`src/rtl/reg_master.sv`:
```
// Command parser and strobe sequencer for the byte-addressed register slave.
// Turns UART command bytes into slave read/write sequences and returns one response byte per command.
module reg_master #(
  parameter int unsigned NUM_REGS     = 15,
  parameter logic [7:0]  ACK          = 8'h06,
  parameter logic [7:0]  NAK          = 8'h15,
  parameter int unsigned RD_TIMEOUT   = 8,
  parameter int unsigned BYTE_TIMEOUT = 50000
) (
  input  logic       clk,
  input  logic       rst,
  input  logic [7:0] rx_data,
  input  logic       rx_valid,
  output logic [7:0] tx_data,
  output logic       tx_send,
  input  logic       tx_busy,
  output logic [7:0] reg_data,
  output logic       reg_read,
  output logic       reg_write,
  input  logic [7:0] reg_rdata,
  input  logic       reg_valid,
  output logic       err
);

  typedef enum logic [3:0] {
    IDLE, RD_ADDR, RD_WAIT, RD_REL, WR_WAIT, WR_ADDR, WR_DATA, WR_COMMIT, RESP, GAP
  } state_t;

  localparam logic [15:0] RD_LAST   = 16'(RD_TIMEOUT - 1);
  localparam logic [15:0] BYTE_LAST = 16'(BYTE_TIMEOUT - 1);

  state_t      state;
  logic [3:0]  addr;
  logic [7:0]  wdata;
  logic [15:0] timer;
  logic        cmd_ok;

  function automatic logic [15:0] sat_inc(input logic [15:0] v);
    return (v == 16'hFFFF) ? v : v + 16'd1;
  endfunction

  assign cmd_ok = (rx_data[6:4] == 3'b000) && ({4'b0000, rx_data[3:0]} < 8'(NUM_REGS));

  // Outputs are registered on state entry, so each strobe is visible during the state that owns it.
  always_ff @(posedge clk or posedge rst) begin
    if (rst) begin
      state     <= IDLE;
      addr      <= 4'd0;
      wdata     <= 8'd0;
      timer     <= 16'd0;
      tx_data   <= 8'd0;
      tx_send   <= 1'b0;
      reg_data  <= 8'd0;
      reg_read  <= 1'b0;
      reg_write <= 1'b0;
      err       <= 1'b0;
    end else begin
      err <= 1'b0;
      case (state)
        IDLE: begin
          if (rx_valid) begin
            timer <= 16'd0;
            addr  <= rx_data[3:0];
            if (!cmd_ok) begin
              err     <= 1'b1;
              tx_data <= NAK;
              tx_send <= !tx_busy;
              state   <= RESP;
            end else if (rx_data[7]) begin
              state <= WR_WAIT;
            end else begin
              reg_data <= {4'b0000, rx_data[3:0]};
              reg_read <= 1'b1;
              state    <= RD_ADDR;
            end
          end
        end
        RD_ADDR: begin
          timer <= 16'd0;
          state <= RD_WAIT;
        end
        RD_WAIT: begin
          // Data beats the timeout when both land in the same cycle.
          if (reg_valid) begin
            tx_data  <= reg_rdata;
            reg_read <= 1'b0;
            state    <= RD_REL;
          end else if (timer == RD_LAST) begin
            tx_data  <= NAK;
            reg_read <= 1'b0;
            state    <= RD_REL;
          end else begin
            timer <= sat_inc(timer);
          end
        end
        RD_REL: begin
          tx_send <= !tx_busy;
          state   <= RESP;
        end
        WR_WAIT: begin
          if (rx_valid) begin
            wdata     <= rx_data;
            reg_data  <= {4'b0000, addr};
            reg_write <= 1'b1;
            state     <= WR_ADDR;
          end else if (timer == BYTE_LAST) begin
            err     <= 1'b1;
            tx_data <= NAK;
            tx_send <= !tx_busy;
            state   <= RESP;
          end else begin
            timer <= sat_inc(timer);
          end
        end
        WR_ADDR: begin
          reg_data <= wdata;
          state    <= WR_DATA;
        end
        WR_DATA: begin
          reg_write <= 1'b0;
          state     <= WR_COMMIT;
        end
        WR_COMMIT: begin
          tx_data <= ACK;
          tx_send <= !tx_busy;
          state   <= RESP;
        end
        RESP: begin
          // tx_send may already be up from the entry look-ahead; otherwise fire once the TX frees up.
          if (tx_send) begin
            tx_send <= 1'b0;
            state   <= GAP;
          end else if (!tx_busy) begin
            tx_send <= 1'b1;
          end else begin
            tx_send <= 1'b0;
          end
        end
        GAP: begin
          timer <= 16'd0;
          state <= IDLE;
        end
        default: begin
          state <= IDLE;
        end
      endcase
      if (rx_valid && (state != IDLE) && (state != WR_WAIT)) begin
        err <= 1'b1;
      end
    end
  end

endmodule

```
`config.mk`:
```
export PLATFORM = sky130hd
export DESIGN_NAME = reg_master
export DESIGN_NICKNAME = d
export VERILOG_FILES = /design/src/rtl/reg_master.sv
export SDC_FILE = /design/constraint.sdc
export NUM_CORES = 1
export LEC_CHECK = 0
export BUFFER_PORTS_ARGS = -buffer_cell sky130_fd_sc_hd__buf_4
export CAP_MARGIN = 15
export CORE_ASPECT_RATIO = 1.1
export CORE_MARGIN = 2
export CORE_UTILIZATION = 50
export DETAILED_ROUTE_END_ITERATION = 8
export PLACE_DENSITY_LB_ADDON = 0.2
export SYNTH_ARGS = -nofsm -noshare
export SYNTH_HDL_FRONTEND = slang
export SYNTH_SLANG_ARGS = --single-unit
```
`constraint.sdc`:
```
create_clock -name clk -period 5.6 [get_ports clk]
set_input_delay 1.4 -clock clk [delete_from_list [all_inputs] [get_ports clk]]
set_output_delay 1.4 -clock clk [all_outputs]
set_load 0.1 [all_outputs]
```
# Yosys cells after proc, flatten, opt, wreduce, memory -nomap -nowiden
# Index checks and enable logic that the tools add are counted.
# totals
word_cells	111
ff_bits	52
rom_bits	0
n_memories	0
output_inout_bits	20
mem_bits_rw	0
latchBits	0
# op_classes
div	0
n_lt_le_gt_ge	1
mul	0
n_addsub	1
muxes	49
n_eq_ne	26
n_reduce_logical	24
bitwise_logic	0
shifts	0
# op_table
operator	n
16-bit two-way mux	6
8-bit two-way mux	10
16-bit one-hot mux with 4 select lines	1
16-bit equality test (second input constant)	2
4-bit one-hot mux with 8 select lines	1
8-bit one-hot mux with 4 select lines	1
4-bit two-way mux	7
8-bit one-hot mux with 3 select lines	1
2-bit != test (second input constant)	11
1-bit two-way mux	17
16-bit by 1-bit adder with 16-bit output (second input constant)	1
16-bit by 3-bit equality test with 1-bit output (second input constant)	1
4-bit by 3-bit equality test with 1-bit output (second input constant)	4
4-bit nonzero test	4
5-bit AND reduction	3
6-bit AND reduction	2
4-bit by 2-bit equality test with 1-bit output (second input constant)	2
4-bit equality test (second input constant)	2
3-bit != test (second input constant)	2
1-bit one-hot mux with 2 select lines	3
2-bit AND reduction	3
4-bit by 1-bit equality test with 1-bit output (second input constant)	1
4-bit zero test	1
4-bit < comparator (second input constant)	1
10 further kinds	14

# Depth between registers and ports, before layout
# logic_depth
word_depth	6
ltp_mapped	8

# Worst setup path before layout
# No wires, ideal clock.
# synth_timing
kind	input to register
startpoint	input port rx_data[2]
endpoint	register reg_data[0]
path_slack_ns	2.877
t_required_ns	5.474
n_path_buf	0
arrival_time_ns	2.597
path_stages	6
setup_ns	0.126
cell_sequence	nand4_1 > and2_1 > nand2_1 > o21ai_0 > a21oi_1 > mux2_2
# synth_between
elab_chain_cells	4
# synth_lines
item	line	source
start: declaration	12	input logic [7:0] rx_data,
4-bit < comparator	42	assign cmd_ok = (rx_data[6:4] == 3'b000) && ({4'b0000, rx_data[3:0]} < 8'(NUM_REGS));
1-bit logical AND	42	
2-bit != test (no source line)	n/a	
5-bit AND reduction (no source line)	n/a	
end signal: assignment	72	reg_data <= {4'b0000, rx_data[3:0]};
end signal: assignment	103	reg_data <= {4'b0000, addr};
end signal: assignment	116	reg_data <= wdata;
end: declaration	17	output logic [7:0] reg_data,
# No other way between the ends.
# A chain may end at the register's enable or synchronous reset.

# Worst setup path in the final report
# layout_timing
startpoint	input port rx_valid
endpoint	register timer[11]
# layout_between
elab_chain_cells	2
# layout_lines
item	line	source
start: declaration	13	input logic rx_valid,
2-bit != test (no source line)	n/a	
6-bit AND reduction (no source line) *	n/a	
end signal: assignment	93	timer <= sat_inc(timer);
end signal: assignment	112	timer <= sat_inc(timer);
end: declaration	35	logic [15:0] timer;
# Mark *: on every way between the ends. The rest lies on a longest branch, timed or not.

==> qor.yml <==
status:
  status: "finished, final reports clean"
timing:
  finClkSkew_ns: 0.0108
  slew_viol_final: 0
  tightestPinTransition_ns: 0.742
  rsz0062_at_grt: "no"
  setup_ws_ns: 2.75
  fin_crit_ns: 2.85
  finalSetupViolCount: 0
  hold_slack_ns: 0.512
  hold_viol: 0
  slew_headroom_pct: 50.6
  fin_setup_tns_ns: 0
  period_share_pct: 50.9
  timing.fmax_mhz: 351
logic_synthesis:
  synthDistinctLibCells: 54
  syn-cell-area_um2: 2710
  syn_avg_cell_area_um2: 10.0
  async_flop_share_pct: 100
  synth_edf_count: 0
  synth_cells: 271
  ys.flop_type: "dfrtp_1"
  syn_nets: 293
  synth_warnings: 0
  ys_seq_elements: 52
  yosysSeqAreaShare_pct: 47.9
clock_network:
  insertion_delay_ns: 0.31
  postCtsSetupBuffers: 0
  cts.reportedPaths.clkPinSlew_ns: 0.10
  cts.sinks: 52
  cts_buffers: 5
  root_buffer: "clkbuf_8"
  cts_resized: 0
  clockBufferDepth: 2
  cts_tree: "built"
  cts_hold_buf: 0
  htreeDepth: 2
floorplan:
  fp-row-count: 28
  die_y_um: 81.3
  die_w_um: 74.2
  coreArea_um2: 5330
  io_pins: 41
  start_util_pct: 51.0
  die_area_um2: 6030
global_route:
  grt_pass1_vias: 2043
  antenna_found_initial: 0
  grt_max_degree: 53
  grt-ovfl-total: 0
  grt_usage_pct: 20.3
  grt_pass1_wl_um: 9600
critical_path:
  path_max_fanout: 14
  reg2reg_slack_ns: 2.79
  cp_data_required_time_ns: 5.79
  path_class: "in -> reg"
  reg2reg_depth: 5
  r2r_start: "timer[13]"
  start_kind: "input port"
  cp.arrival_ns: 3.04
  timing.rr.end: "timer[8]"
  endpoint_kind: "flop"
routing:
  drt_iter0_drc: 160
  dr.pass1.iters: 4
  drtAntennaViolNets: 0
  routed_wl_um: 5740
  viasPerCell: 5.69
  num_vias: 2192
  wl_per_cell_um: 14.9
  drc_errors: 0
layout:
  fin_nets: 331
  syn2layout_area_growth_pct: 17.7
  nFillCells: 480
  drive_above_1_share_pct: 25.2
  stdcell_area_um2: 3190
  antennaDiodeCount: 0
job:
  cap_violations: 0
min_path:
  min_path_type: "reg -> reg"
  hp-start: "reg_data[5]"
  whs_path_depth: 1
  whs_endpoint: "reg_data[5]"
placement:
  place_area_um2: 3040
  place_ws_ns: 2.42
  dpl.hpwl_um: 3940
  gp_congestion: 0.884
  port_buffers: 40
power_and_ir_drop:
  peakVddDrop_mv: 0.236
  powerDensity_nw_per_um2: 478
  p_leak_uw: 0.00148
## cell families after synthesis
logic type,share of synthesized area (%)
adder cells (fa/ha/maj),0.461
buffers and inverters,3.64
XOR/XNOR,1.29
AO/OA/AOI/OAI,18.0
flip-flops,47.9
AND/OR/NAND/NOR,20.9
multiplexers,7.79
## stage by stage
step / util [%] / total power (µW) / std cells
floorplan: - / 1100 / 271
global placement: 57.0 / 1220 / 376
detailed placement: 57.0 / 1230 / 376
CTS: 59.6 / 1540 / 384
global route: 60.0 / 1610 / 385
finish: 60.0 / 1530 / 385
## worst max-delay path, stage by stage
cell and delay [ns]:
buf_4 0.16, and2b_2 0.21, xnor2_1 0.14, a2111o_1 0.16, nand4_1 0.46, o41ai_1 0.51
## registers in the layout, summed over array words and instances (netlist names)
register and cells:
addr 4, err 1, reg_data 8, reg_read 1, reg_write 1, state 4
timer 16, tx_data 8, tx_send 1, wdata 8
## layer usage
| metal | part of all wire (%) | GRT usage (%) | vias up |
|---|---|---|---|
| li1 | - | - | 1089 |
| met1 | 46 | 26.7 | 1051 |
| met2 | 49 | 33.8 | 45 |
| met3 | 3.9 | 3.97 | 7 |
| met4 | 1.2 | 6.25 | 0 |
| met5 | 0 | 0 | - |
## placed cells by master (no fill, tap or decap), drive strengths merged, types with 3 or more instances in the layout
master   n
and2     5
nand4    6
a221o    5
a31oi    6
o21ai   20
or4      3
a22o     8
nor3     5
buf     41
clkbuf   5
and3     5
nor4     5
or3      3
dfrtp   52
nor2    21
o41ai    3
xnor2    3
mux2    17
inv      8
nand2   31
nand2b   5
nand3    8
a21oi   12
o31ai    7
## how the worst max path moves through the flow
| stage | startpoint | to | slack (ns) | depth (start not counted) |
|---|---|---|---|---|
| finish | rx_valid | timer[11] | 2.75 | 6 |
| detailed placement | rx_valid | timer[11] | 2.42 | 6 |
| CTS | rx_valid | timer[11] | 2.73 | 6 |
| global route | rx_valid | timer[11] | 2.58 | 6 |
| floorplan | rx_data[2] | reg_data[0] | 2.88 | 6 |
| global placement | rx_valid | timer[11] | 2.49 | 6 |
## synthesized netlist by cell type, types with 6 or more instances
library cell	number	area, µm²
a21oi_1	12	60.1
a22o_1	8	70.1
a31oi_1	6	37.5
dfrtp_1	52	1300
inv_1	7	26.3
mux2_2	17	191
nand2_1	31	116
nand3_1	7	35.0
nand4_1	6	37.5
nor2_1	21	78.8
o21ai_0	20	100
o31ai_1	7	52.6
## layout make-up
class / count / area [µm²] / area share [%]
Clock inverter: 3 / 68.8 / 2.16
Sequential cell: 52 / 1300 / 40.8
Tap cell: 75 / 93.8 / 2.94
Multi-Input combinational cell: 202 / 1310 / 41.1
Clock buffer: 5 / 68.8 / 2.16
Inverter: 7 / 26.3 / 0.823
Timing Repair Buffer: 41 / 320 / 10.0
## power by group
group          total (µW)  switching (µW)  leakage, µW  internal [µW]
logic                 678             482     0.000728            197
clock network         305             125    0.0000687            180
registers             542            82.0     0.000686            460
Power figures use the tool's default switching activity.
